===== config.mk =====
export PLATFORM = sky130hd
export DESIGN_NAME = fc7_class_scorer
export DESIGN_NICKNAME = d
export VERILOG_FILES = /design/src/rtl/fc7_class_scorer_pkg.sv /design/src/rtl/fc7_sat_shift.sv /design/src/rtl/fc7_class_scorer.sv
export SDC_FILE = /design/constraint.sdc
export NUM_CORES = 1
export LEC_CHECK = 0
export ABC_AREA = 1
export ABC_CLOCK_PERIOD_IN_PS = 19030
export BUFFER_PORTS_ARGS = -buffer_cell sky130_fd_sc_hd__clkbuf_2
export CORE_ASPECT_RATIO = 0.75
export CORE_UTILIZATION = 35
export CTS_BUF_LIST = sky130_fd_sc_hd__clkbuf_16
export CTS_CLUSTER_SIZE = 12
export DETAILED_ROUTE_END_ITERATION = 7
export HOLD_SLACK_MARGIN = 0.06
export SETUP_SLACK_MARGIN = 0.02
export SYNTH_ARGS = -nofsm -noshare
export SYNTH_HDL_FRONTEND = slang
export SYNTH_HIERARCHICAL = 1
export SYNTH_SLANG_ARGS = --single-unit

===== constraint.sdc =====
create_clock -name clk -period 19.03 [get_ports clk]
set_clock_uncertainty 0.2 [all_clocks]
set_input_delay 3.806 -clock clk [delete_from_list [all_inputs] [get_ports clk]]
set_output_delay 3.806 -clock clk [all_outputs]
set_load 0.1 [all_outputs]

===== src/rtl/fc7_class_scorer_pkg.sv =====
// Shared definitions for the layer-7 class scorer and its downstream consumers.
package fc7_class_scorer_pkg;

    localparam int unsigned CLASS_NUM = 10;

    localparam int SCORE_MAX = 127;
    localparam int SCORE_MIN = -128;

    typedef enum logic [1:0] {
        ST_LOAD,
        ST_CALC,
        ST_EMIT,
        ST_DONE
    } fc7_state_e;

endpackage


===== src/rtl/fc7_sat_shift.sv =====
// Arithmetic right shift of a signed accumulator followed by saturation to int8.
module fc7_sat_shift
    import fc7_class_scorer_pkg::*;
#(
    parameter int unsigned ACC_W = 24,
    parameter int unsigned SHIFT = 7
) (
    input  logic signed [ACC_W-1:0] acc,
    output logic signed [7:0]       score_c
);

    localparam logic signed [ACC_W-1:0] HI = ACC_W'(SCORE_MAX);
    localparam logic signed [ACC_W-1:0] LO = ACC_W'(SCORE_MIN);

    logic signed [ACC_W-1:0] shifted;

    always_comb begin
        shifted = acc >>> SHIFT;
        if (shifted > HI) begin
            score_c = HI[7:0];
        end else if (shifted < LO) begin
            score_c = LO[7:0];
        end else begin
            score_c = shifted[7:0];
        end
    end

endmodule


===== src/rtl/fc7_class_scorer.sv =====
// Layer-7 fully connected scorer: buffers one frame of int8 activations, then
// streams one saturated int8 score per class using external weight/bias ROMs.
module fc7_class_scorer
    import fc7_class_scorer_pkg::*;
#(
    parameter int unsigned IN_NUM = 64,
    parameter int unsigned SHIFT  = 7,
    parameter int unsigned ACC_W  = 24,
    parameter int unsigned WA_W   = $clog2(CLASS_NUM * IN_NUM)
) (
    input  logic                   clk,
    input  logic                   rst,
    input  logic signed [7:0]      layer_6_out,
    input  logic                   full_connect_6_ready,
    output logic [WA_W-1:0]        weight_addr,
    input  logic signed [7:0]      weight_data,
    output logic [3:0]             bias_addr,
    input  logic signed [15:0]     bias_data,
    output logic signed [7:0]      layer_7_out,
    output logic                   full_connect_7_ready,
    output logic                   full_connect_7_complete
);

    localparam int unsigned CNT_W = $clog2(IN_NUM + 1);
    localparam int unsigned IDX_W = (IN_NUM > 1) ? $clog2(IN_NUM) : 1;
    localparam int unsigned CLS_W = 4;

    fc7_state_e              state;
    fc7_state_e              state_nxt;
    logic [CNT_W-1:0]        cnt;
    logic [CNT_W-1:0]        step;
    logic [CLS_W-1:0]        cls;
    logic signed [ACC_W-1:0] acc;
    logic signed [7:0]       act_buf [IN_NUM];

    logic signed [7:0]       act_sel_c;
    logic signed [15:0]      prod_c;
    logic signed [7:0]       score_c;
    logic                    load_last_c;
    logic                    calc_last_c;
    logic                    class_last_c;

    assign bias_addr = cls;

    // Step k of CALC consumes the weight addressed on step k-1.
    always_comb begin
        load_last_c  = full_connect_6_ready && (cnt == CNT_W'(IN_NUM - 1));
        calc_last_c  = (step == CNT_W'(IN_NUM));
        class_last_c = (cls == CLS_W'(CLASS_NUM - 1));
        act_sel_c    = act_buf[IDX_W'(step - CNT_W'(1))];
        prod_c       = act_sel_c * weight_data;
    end

    fc7_sat_shift #(
        .ACC_W (ACC_W),
        .SHIFT (SHIFT)
    ) u_sat_shift (
        .acc     (acc),
        .score_c (score_c)
    );

    always_ff @(posedge clk or negedge rst) begin
        if (!rst) begin
            state <= ST_LOAD;
        end else begin
            state <= state_nxt;
        end
    end

    always_comb begin
        state_nxt = state;
        case (state)
            ST_LOAD: if (load_last_c)  state_nxt = ST_CALC;
            ST_CALC: if (calc_last_c)  state_nxt = ST_EMIT;
            ST_EMIT: state_nxt = class_last_c ? ST_DONE : ST_CALC;
            ST_DONE: state_nxt = ST_LOAD;
            default: state_nxt = ST_LOAD;
        endcase
    end

    always_ff @(posedge clk or negedge rst) begin
        if (!rst) begin
            cnt                     <= '0;
            step                    <= '0;
            cls                     <= '0;
            acc                     <= '0;
            weight_addr             <= '0;
            layer_7_out             <= '0;
            full_connect_7_ready    <= 1'b0;
            full_connect_7_complete <= 1'b0;
            for (int i = 0; i < int'(IN_NUM); i++) begin
                act_buf[i] <= '0;
            end
        end else begin
            full_connect_7_ready    <= 1'b0;
            full_connect_7_complete <= 1'b0;
            case (state)
                ST_LOAD: begin
                    if (full_connect_6_ready) begin
                        act_buf[IDX_W'(cnt)] <= layer_6_out;
                        cnt                  <= cnt + CNT_W'(1);
                    end
                    if (load_last_c) begin
                        weight_addr <= '0;
                        step        <= '0;
                    end
                end
                ST_CALC: begin
                    step <= step + CNT_W'(1);
                    if (step < CNT_W'(IN_NUM - 1)) begin
                        weight_addr <= weight_addr + WA_W'(1);
                    end
                    if (step == CNT_W'(1)) begin
                        acc <= ACC_W'(bias_data) + ACC_W'(prod_c);
                    end else if (step != '0) begin
                        acc <= acc + ACC_W'(prod_c);
                    end
                end
                ST_EMIT: begin
                    layer_7_out          <= score_c;
                    full_connect_7_ready <= 1'b1;
                    step                 <= '0;
                    // Weight address already sits on the last weight of this class.
                    if (!class_last_c) begin
                        cls         <= cls + CLS_W'(1);
                        weight_addr <= weight_addr + WA_W'(1);
                    end
                end
                ST_DONE: begin
                    full_connect_7_complete <= 1'b1;
                    cnt                     <= '0;
                    cls                     <= '0;
                end
                default: ;
            endcase
        end
    end

endmodule


**After elaboration in Yosys (flattened, before gate mapping)**

Index checks and enable logic that the tools add are counted.

- Register bits after elaboration: 576
- Bits in read-only memories: 0
- Logic and storage cells: 142
- Latch bits: 0
- Memories: 0
- Memory bits (writable): 0

- Multiplexer cells: 26
- Add/subtract/negate cells: 7
- Eq/ne operators: 12
- Bitwise gates (word level): 2
- Reductions and logical operators: 15
- $lt $le $gt $ge: 6
- Div/mod/pow operators: 0
- Multiply operators: 1
- Shift-type cells: 0

Operator list:

| operator | number |
|---|---|
| bitwise mux 512 bit | 1 |
| binary-select mux 8 bit (select 6 bit) | 1 |
| demux 8 bit (select 6 bit) | 1 |
| two-way mux 24 bit | 2 |
| two-way mux 8 bit | 5 |
| two-way mux 10 bit | 3 |
| case mux 10 bit (3 select lines) | 1 |
| adder 24 x 16 -> 24 bit | 1 |
| case mux 7 bit (3 select lines) | 1 |
| adder 16 x 16 -> 17 bit | 1 |
| greater-than comparator 17 x 8 -> 1 bit, second input constant | 1 |
| less-than comparator 17 x 8 -> 1 bit, second input constant | 1 |
| multiplier 8 x 8 -> 16 bit | 1 |
| adder 7 x 1 -> 7 bit, second input constant | 2 |
| greater-or-equal comparator 7 bit, second input constant | 2 |
| two-way mux 7 bit | 2 |
| inverter 6 -> 7 bit | 2 |
| case mux 7 bit (2 select lines) | 1 |
| AND reduction 2 bit | 6 |
| adder 10 x 1 -> 10 bit, second input constant | 1 |
| != test 2 bit, second input constant | 5 |
| case mux 2 bit (4 select lines) | 1 |
| case mux 4 bit (2 select lines) | 1 |
| == test 7 x 1 -> 1 bit, second input constant | 1 |
| 18 further kinds | 25 |

**Depth between registers and ports, before layout**

Gate-level depths: netlist of run 1.

- Word-level depth: 9
- Depth in mapped cells: 47
- Depth with buffers taken out: 42

**Hierarchy**

Netlist of run 1, hierarchy kept.

By module, submodules not included:

| module | seq. area each (um2) | area an instance (um2) | cells each | times used |
|---|---|---|---|---|
| fc7_class_scorer | 14413.8 | 30897.1 | 3894 | 1 |
| fc7_sat_shift | 0.0 | 138.9 | 31 | 1 |

**Least setup slack after synthesis of run 1**

No wires, ideal clock.

- Kind: in2reg
- Start: input weight_data[4]
- End: register acc[21]
- Library setup time: 0.124 ns
- Stages on the path: 26
- Path slack: 10.063 ns
- Arrival time: 8.644 ns
- Cells stage by stage: inv_1 > nor2_1 > fa_1 > inv_1 > fa_1 > inv_1 > fa_1 > inv_1 > fa_1 > inv_1 > ha_1 > nand2_1 > nor2_1 > nand3_1 > inv_1 > nor2_1 > nand3_1 > nand2_1 > ha_1 > nand2_1 > nor4_1 > nand4_1 > nand3_1 > nand2_1 > nand3_1 > a21oi_1

- Longest elaborated chain between the ends: 4
- Elaborated cells between the ends (all ways): 5

Ends and longest elaborated chain:

| item | line | text |
|---|---|---|
| from (decl) | fc7_class_scorer.sv:16 | `input logic signed [7:0] weight_data,` |
| multiplier 8 x 8 -> 16 bit * | fc7_class_scorer.sv:51 | `prod_c = act_sel_c * weight_data;` |
| adder 24 x 16 -> 24 bit | fc7_class_scorer.sv:116 | `acc <= acc + ACC_W'(prod_c);` |
| two-way mux 24 bit | fc7_class_scorer.sv:115 | `end else if (step != '0) begin` |
| two-way mux 24 bit * | fc7_class_scorer.sv:113 | `if (step == CNT_W'(1)) begin` |
| to (signal assigned) | fc7_class_scorer.sv:114 | `acc <= ACC_W'(bias_data) + ACC_W'(prod_c);` |
| to (signal assigned) | fc7_class_scorer.sv:116 |  |
| to (decl) | fc7_class_scorer.sv:33 | `logic signed [ACC_W-1:0] acc;` |

Mark *: on every way between the ends. The rest lies on a longest branch, timed or not. The select of a mux whose other input is x is not followed.
A chain may end at the register's enable or synchronous reset.

**Worst setup path after layout of run 1**

- Start: register step[0]
- End: register acc[23]

- Longest elaborated chain between the ends: 9
- Elaborated cells between the ends (all ways): 14

Ends and longest elaborated chain:

| item | line | text |
|---|---|---|
| from (decl) | fc7_class_scorer.sv:31 | `logic [CNT_W-1:0] step;` |
| from (signal assigned) | fc7_class_scorer.sv:109 | `step <= step + CNT_W'(1);` |
| subtractor 6 x 1 -> 6 bit | fc7_class_scorer.sv:50 | `act_sel_c = act_buf[IDX_W'(step - CNT_W'(1))];` |
| inverter 6 -> 7 bit (implied by the code) | fc7_class_scorer.sv:50 |  |
| binary-select mux 8 bit (select 6 bit) | fc7_class_scorer.sv:50 |  |
| two-way mux 8 bit (implied by the code) (2 in series) | fc7_class_scorer.sv:50 |  |
| multiplier 8 x 8 -> 16 bit | fc7_class_scorer.sv:51 |  |
| adder 24 x 16 -> 24 bit | fc7_class_scorer.sv:116 |  |
| two-way mux 24 bit | fc7_class_scorer.sv:115 |  |
| two-way mux 24 bit | fc7_class_scorer.sv:113 |  |

Several ways; a longest one is shown, not always the timed one. The select of a mux whose other input is x is not followed.

==> metrics, run 1 <==
via count of the first global-routing pass=25170; Cells after Synth=3925; Total Negative Setup Slacks=0 ps; area growth from synthesis to layout=8.93%; global-route wire length before repair=149000 um; count of unresolved DRC violations after routing=0; die height=260 um; effective utilization at floorplan=0.354; Achievable Freq=0.0954 GHz; Post-layout nets=4018; worst path required time=19400 ps; Rows=94; input/output buffers=58; area of the mapped netlist=31000 um^2; sequential element share of the synthesized area=0.464; share of synthesized registers carrying an async set or reset=1.00; share of post-route cells with drive strength above 1=0.0578; CTS hold repair buffers=0; die extent in x=346 um; count of endpoints failing hold in the final timing report=0; antenna violations before repair=0; largest net degree at the start of global routing=158; fin crit share=0.551; RSZ-0062 raised after global routing=false; Synthesized Nets=4099; EDFF count, synth=0; final count of negative-setup-slack endpoints=0; CP peak stage delay=990 ps; maximum count of clock buffers along a single path=3; global router's overall resource usage=0.208; number of sinks handled by clock tree synthesis=576; clock transition at the register clock pins on the worst setup and hold paths after CTS=60 ps; RD Place Congestion=0.885; global route overflow=0; Boundary Pins=59; router iterations before antenna repair=6; CP most frequent cell=nand3_1; setup slack of the worst register-to-register path=8540 ps; top cells by area in the synthesized netlist=dfrtp_1 (46%), nand2_1 (15%), o21ai_0 (9.5%); antenna viol nets, final=0; startpoint type of the worst setup path=flip-flop; total clock buffers created by CTS=58; count of routing violations after the opening detailed-route iteration=2673; core area=87700 um^2; post-synthesis cell type count=52; top cell type by total area after synthesis=dfrtp_1; Routed WL per cell=18.6 um; routed vias=26595; mean instance size in the synthesized netlist=7.91 um^2; Crit. End Element=flip-flop; Root Buffer Master=clkbuf_16; max-cap viol count=0; TritonCTS clock tree=yes; max-slew headroom at the worst pin=0.330; number of gates resized after cts=0; clock latency on the worst-skew pair=660 ps; number of antenna diodes=0; buffers inserted by post-CTS timing repair=0; die area=89900 um^2; detailed placer's ending HPWL=59500 um; result of the run=finished, final reports clean; master of the slowest instance on the critical path=dfrtp_4; area share of the leading cell type in the synthesized netlist=0.464; transition time at the pin with the least slew margin=1000 ps; crit path time final=10490 ps; critical-path maximum fanout=103; number of warnings printed during yosys synthesis=6; deepest level of the CTS H-tree=2; arrival time at the worst endpoint=10850 ps; Slew Limit Fails=0; Top FF cell, synth=dfrtp_1; path type of the worst setup path=reg2reg; Hold/Removal Path Class=reg2reg; final routed wirelength across all metal layers=93300 um; flip-flop and latch count after synthesis=576; routed via count divided by cell count=5.29
## per-stage QoR
step / hold slack [ps] / setup slack (ps) / instances / utilization / area, um^2
final: 272 / 8540 / 5026 / 0.385 / 33800
after global routing: 294 / 7890 / 5026 / 0.385 / 33800
after global placement: 258 / 8760 / 4936 / 0.366 / 32100
after detailed placement: 258 / 8730 / 4936 / 0.366 / 32100
after floorplan: 253 / 10060 / 3925 / - / 31000
after CTS: 274 / 8720 / 5026 / 0.385 / 33800
## cell type report
cell class	count	area (um^2)
clock buffers	58	1450
clock inverters	32	260
well taps	1152	1440
inverters	214	815
repair buffers	91	573
multi-input cells	2903	14800
flip-flops and latches	576	14400
fillers	9103	53900
## cell usage in the layout, fill, tap and decap left out, types with 4 or more instances in the layout
cell | Yosys | layout
o31ai_1 | 5 | 5
nand2_2 | 9 | 9
nor4_1 | 4 | 4
a31oi_1 | 14 | 14
clkbuf_2 | 1 | 57
or2_2 | 4 | 4
nor3_2 | 9 | 9
clkinv_1 | 9 | 13
o21a_1 | 4 | 4
buf_4 | 6 | 31
inv_1 | 192 | 202
dfrtp_1 | 576 | 575
fa_1 | 57 | 57
nand2_1 | 1225 | 1225
o21ai_0 | 587 | 587
clkinv_2 | 0 | 4
xor2_1 | 12 | 11
o21bai_1 | 4 | 4
o21ai_1 | 28 | 28
nand3_1 | 281 | 281
nor2_1 | 167 | 167
a21oi_1 | 265 | 265
clkbuf_16 | 0 | 58
nor2_2 | 9 | 9
a22oi_1 | 65 | 65
ha_1 | 82 | 81
xnor2_1 | 8 | 8
bufinv_16 | 0 | 4
nand4_1 | 14 | 14
inv_2 | 12 | 19
o211ai_1 | 5 | 5
a22o_1 | 5 | 5
nor3_1 | 15 | 15
## kinds of logic (layout without fill, tap and decap cells)
logic type | Yosys count | after routing | share of synthesized area
adder cells (fa/ha/maj) | 139 | 139 | 0.0698
AO/OA/AOI/OAI | 992 | 992 | 0.170
AND/OR/NAND/NOR | 1749 | 1749 | 0.230
XOR/XNOR | 23 | 23 | 0.00758
buffers and inverters | 446 | 395 | 0.0585
flip-flops | 576 | 576 | 0.464
## Yosys cell counts (all sizes together) (24+ instances only)
| cell | count |
|---|---|
| a22oi | 65 |
| a21oi | 267 |
| nor3 | 24 |
| fa | 57 |
| nand3 | 283 |
| nor2 | 176 |
| buf | 102 |
| clkbuf | 130 |
| ha | 82 |
| inv | 205 |
| nand2 | 1234 |
| dfrtp | 576 |
| o21ai | 615 |
## registers in the layout (all words and copies together) (netlist names)
name / count
acc: 24
bias_addr: 4
cnt: 7
step: 7
layer_7_out: 8
full_connect_7_complete: 1
full_connect_7_ready: 1
act_buf: 512
weight_addr: 10
state: 2
## routing by layer
layer	share of wire	track usage	wire length [um]
met1	0.50	0.327	46600
met2	0.40	0.291	37500
met3	0.077	0.0362	7180
met4	0.021	0.0511	2000
met5	0	0	0
## worst paths after layout
check	endpoint	depth (start not counted)	from
hold reg to reg	layer_7_out[2]$_DFFE_PN0P_	2	layer_7_out[2]$_DFFE_PN0P_
setup / recovery	acc[23]$_DFFE_PN0P_	39	step[0]$_DFFE_PN0P_
min in group asynchronous	act_buf[140]$_DFFE_PN0P_	1	rst
setup reg to reg	acc[23]$_DFFE_PN0P_	39	step[0]$_DFFE_PN0P_
hold / removal	layer_7_out[2]$_DFFE_PN0P_	2	layer_7_out[2]$_DFFE_PN0P_
max in group asynchronous	act_buf[61]$_DFFE_PN0P_	3	rst
## worst max-delay path: cells and delay by family, from the launching register on
kind                       cells  cell delay [ps]
adders and majority gates      7             3770
DFF                            1              990
buffers and inverters          9             1810
AOI/OAI and AO/OA              4             1020
and+or+nand+nor               19             2420
Power of run 1 is not shown: default switching activity piles up to over one toggle a cycle in this logic, so the estimate is an artifact.
==> inputs of run 2 (changes only) <==
--- a/config.mk
+++ b/config.mk
@@ -6,7 +6,7 @@
 export NUM_CORES = 1
 export LEC_CHECK = 0
 export ABC_AREA = 1
-export ABC_CLOCK_PERIOD_IN_PS = 19030
+export ABC_CLOCK_PERIOD_IN_PS = 9200
 export BUFFER_PORTS_ARGS = -buffer_cell sky130_fd_sc_hd__clkbuf_2
 export CORE_ASPECT_RATIO = 0.75
 export CORE_UTILIZATION = 35
==> constraint.sdc (replaced) <==
create_clock -name clk -period 9.2 [get_ports clk]
set_clock_uncertainty 0.2 [all_clocks]
set_input_delay 1.84 -clock clk [delete_from_list [all_inputs] [get_ports clk]]
set_output_delay 1.84 -clock clk [all_outputs]
set_load 0.1 [all_outputs]
==> metrics, run 2 (same netlist as run 1, synthesis figures left out) <==
die height=260 um; max-cap viol count=0; clock latency on the worst-skew pair=640 ps; buffers inserted by post-CTS timing repair=0; Boundary Pins=59; via count of the first global-routing pass=24670; WP buf/inv=7; routed vias=26272; commonest non-fill, non-tap cell in the layout=nand2_1; clock transition at the register clock pins on the worst setup and hold paths after CTS=70 ps; Crit. End Element=flip-flop; effective utilization at floorplan=0.354; number of antenna diodes=0; worst path required time=9560 ps; result of the run=finished, final reports clean; final count of negative-setup-slack endpoints=0; Inst Count DP=4941; total clock buffers created by CTS=58; CP peak stage delay=600 ps; depth of the critical timing path with buffers and inverters included=39; detailed placer's ending HPWL=57100 um; number of standard cells in the layout, taps in and fillers out=5034; router iterations before antenna repair=5; most frequent cells in the layout=nand2_1 (1224), o21ai_0 (587), dfrtp_1 (575); top register by number of flip-flops=act_buf; global-route wire length before repair=145000 um; TritonCTS clock tree=yes; Achievable Freq=0.116 GHz; largest net degree at the start of global routing=184; final routed wirelength across all metal layers=90600 um; input/output buffers=58; master of the slowest instance on the critical path=buf_12; crit path time final=8620 ps; die area=89900 um^2; count of routing violations after the opening detailed-route iteration=2690; Routed WL per cell=18.0 um; count of unresolved DRC violations after routing=0; top flop regs=act_buf x512, acc x24, weight_addr x10; Rows=94; number of flip-flops under the largest register name=512; area growth from synthesis to layout=9.30%; deepest level of the CTS H-tree=2; routed via count divided by cell count=5.22; antenna violations before repair=1; global router's overall resource usage=0.201; critical-path maximum fanout=129; Total Negative Setup Slacks=0 ps; max-slew headroom at the worst pin=0.276; Hold/Removal Path Class=reg2reg; number of sinks handled by clock tree synthesis=576; fin crit share=0.937; share of post-route cells with drive strength above 1=0.0603; maximum count of clock buffers along a single path=3; Root Buffer Master=clkbuf_16; RD Place Congestion=0.904; Crit path max-delay family=adder cells; CP most frequent cell=nand2_1; startpoint type of the worst setup path=flip-flop; global route overflow=0; transition time at the pin with the least slew margin=1090 ps; core area=87700 um^2; die extent in x=346 um; Slew Limit Fails=0; RSZ-0062 raised after global routing=false; Worst Reg-to-Reg Cells=39; Post-layout nets=4023; antenna viol nets, final=0; path type of the worst setup path=reg2reg; cell count of the worst hold path=2; count of endpoints failing hold in the final timing report=0; arrival time at the worst endpoint=8980 ps
[run 2: worst paths after layout]
kind | startpoint | endpoint | slack (ps)
min in group asynchronous | rst | act_buf[149]$_DFFE_PN0P_ | 1110
worst max-delay path | step[1]$_DFFE_PN0P_ | acc[19]$_DFFE_PN0P_ | 580
worst min register to register | layer_7_out[5]$_DFFE_PN0P_ | layer_7_out[5]$_DFFE_PN0P_ | 280
max in group asynchronous | rst | act_buf[24]$_DFFE_PN0P_ | 6080
worst min-delay path | layer_7_out[5]$_DFFE_PN0P_ | layer_7_out[5]$_DFFE_PN0P_ | 280
worst max register to register | step[1]$_DFFE_PN0P_ | acc[19]$_DFFE_PN0P_ | 580
[run 2: final cells by class]
type | instances | area (um^2)
sequential | 576 | 14400
timing repair buffer | 96 | 681
multi-input combinational | 2903 | 14900
fill | 9134 | 53800
clock inverter | 34 | 233
clock buffer | 59 | 1480
inverter | 214 | 816
tap | 1152 | 1440
[run 2: tightest hold or removal path, stage by stage (launching register included)]
cell	delay, ps
dfrtp_1	350
nand2_1	50
nand2_1	40
[run 2: timing repair]
action	CTS	global route
endpoints found under the setup margin	0	6
resized for setup	0	4
hold buffers	0	0
[run 2: metal layers]
metal,track usage,up-vias,wire length [um]
li1,-,12823,-
met1,0.322,12560,46300
met2,0.276,768,36100
met3,0.0358,121,6450
met4,0.0447,0,1730
met5,0,-,0
[run 2: metrics by stage]
stage | hold WS (ps) | area [um^2] | setup WS (ps) | utilization
after floorplan | 253 | 31000 | 1800 | -
after global placement | 256 | 32200 | 725 | 0.367
after detailed placement | 259 | 32200 | 665 | 0.367
after CTS | 275 | 33900 | 679 | 0.387
after global routing | 303 | 33900 | 54.2 | 0.387
final | 275 | 33900 | 584 | 0.387
Power of run 2 is left out for the same reason.
==> inputs of run 3 (changes only) <==
--- a/config.mk
+++ b/config.mk
@@ -6,7 +6,7 @@
 export NUM_CORES = 1
 export LEC_CHECK = 0
 export ABC_AREA = 1
-export ABC_CLOCK_PERIOD_IN_PS = 9200
+export ABC_CLOCK_PERIOD_IN_PS = 7800
 export BUFFER_PORTS_ARGS = -buffer_cell sky130_fd_sc_hd__clkbuf_2
 export CORE_ASPECT_RATIO = 0.75
 export CORE_UTILIZATION = 35
==> constraint.sdc (replaced) <==
create_clock -name clk -period 7.8 [get_ports clk]
set_clock_uncertainty 0.2 [all_clocks]
set_input_delay 1.56 -clock clk [delete_from_list [all_inputs] [get_ports clk]]
set_output_delay 1.56 -clock clk [all_outputs]
set_load 0.1 [all_outputs]
==> metrics, run 3 (same netlist as run 1, synthesis figures left out) <==
largest net degree at the start of global routing=166; arrival time at the worst endpoint=7860 ps; Hold/Removal Path Class=reg2reg; filler cell count in the final layout=8884; top flop regs=act_buf x512, acc x24, weight_addr x10; global-route wire length before repair=148000 um; transition time at the pin with the least slew margin=1060 ps; number of sinks handled by clock tree synthesis=576; count of routing violations after the opening detailed-route iteration=2949; path type of the worst setup path=reg2reg; detailed placer's ending HPWL=60000 um; routed via count divided by cell count=5.27; result of the run=finished, final reports clean; Root Buffer Master=clkbuf_16; final routed wirelength across all metal layers=96500 um; antenna viol nets, final=0; global router's overall resource usage=0.206; multi-input combinational cell area=15500 um^2; count of endpoints failing hold in the final timing report=0; max-slew headroom at the worst pin=0.295; die height=260 um; number of antenna diodes=0; number of standard cells in the layout, taps in and fillers out=5154; total clock buffers created by CTS=58; RD Place Congestion=0.902; maximum count of clock buffers along a single path=3; CP most frequent cell=nand3_1; die extent in x=346 um; count of unresolved DRC violations after routing=0; antenna violations before repair=0; input/output buffers=58; worst path required time=8160 ps; fin crit share=0.962; CP peak stage delay=550 ps; deepest level of the CTS H-tree=2; via count of the first global-routing pass=25102; share of post-route cells with drive strength above 1=0.118; Slew Limit Fails=0; crit path time final=7500 ps; number of flip-flops under the largest register name=512; max-cap viol count=0; Crit. End Element=flip-flop; commonest non-fill, non-tap cell in the layout=nand2_1; top register by number of flip-flops=act_buf; clock latency on the worst-skew pair=650 ps; TritonCTS clock tree=yes; critical-path maximum fanout=11; Inst Count DP=5036; most frequent cells in the layout=nand2_1 (1215), dfrtp_1 (575), o21ai_0 (570); routed vias=27154; master of the slowest instance on the critical path=fa_1; Boundary Pins=59; CTS hold repair buffers=0; Post-layout nets=4144; sequential cell area=14400 um^2; final count of negative-setup-slack endpoints=0; Rows=94; clock transition at the register clock pins on the worst setup and hold paths after CTS=60 ps; global route overflow=0; effective utilization at floorplan=0.354; die area=89900 um^2; Routed WL per cell=18.7 um; core area=87700 um^2; router iterations before antenna repair=7; startpoint type of the worst setup path=flip-flop; area growth from synthesis to layout=15.9%; Achievable Freq=0.133 GHz
-- run 3: final timing paths --
| kind | from | slack [ps] | cells after the start | to |
|---|---|---|---|---|
| max reg2reg | step[0]$_DFFE_PN0P_ | 300 | 39 | acc[23]$_DFFE_PN0P_ |
| min reg2reg | layer_7_out[1]$_DFFE_PN0P_ | 280 | 2 | layer_7_out[1]$_DFFE_PN0P_ |
| min | layer_7_out[1]$_DFFE_PN0P_ | 280 | 2 | layer_7_out[1]$_DFFE_PN0P_ |
| max in group asynchronous | rst | 5150 | 2 | act_buf[48]$_DFFE_PN0P_ |
| max | step[0]$_DFFE_PN0P_ | 300 | 39 | acc[23]$_DFFE_PN0P_ |
| min in group asynchronous | rst | 760 | 1 | act_buf[157]$_DFFE_PN0P_ |
-- run 3: timing repair --
item                       CTS  global route
setup buffers                0            13
setup endpoints to repair    7            14
pin swaps                    1            28
gates resized for setup      6           176
gates cloned                 1            12
-- run 3: critical path: cells and delay by family, from the launching register on --
family	cells	cell delay [ps]
AOI/OAI and AO/OA	6	1000
xor gates and xnor gates	1	150
adders and majority gates	7	2950
buffers and inverters	9	930
DFF	1	450
and+or+nand+nor	16	1710
-- run 3: layer usage --
layer / part of all wire / vias to the layer above / GRT usage
met4: 0.019 / 0 / 0.0460
li1: - / 13068 / -
met5: 0 / - / 0
met2: 0.40 / 955 / 0.282
met3: 0.086 / 103 / 0.0380
met1: 0.50 / 13028 / 0.330
-- run 3: through the flow --
| step | util | worst slack, ps | area (um^2) | TNS (ps) | hold WS (ps) |
|---|---|---|---|---|---|
| after global routing | 0.410 | -39.5 | 36000 | -82.5 | 298 |
| after floorplan | - | 403 | 31000 | 0 | 253 |
| final | 0.410 | 296 | 36000 | 0 | 276 |
| after detailed placement | 0.377 | -110 | 33100 | -164 | 265 |
| after CTS | 0.397 | 41.8 | 34800 | 0 | 278 |
| after global placement | 0.377 | -68.7 | 33100 | -125 | 257 |
-- run 3: cell type report --
class                           count  area share
Inverter                          214      0.0231
Timing Repair Buffer              217      0.0586
Sequential cell                   576       0.401
Multi-Input combinational cell   2903       0.430
Clock inverter                     33     0.00585
Tap cell                         1152      0.0401
Clock buffer                       59      0.0411
Power of run 3 is left out for the same reason.
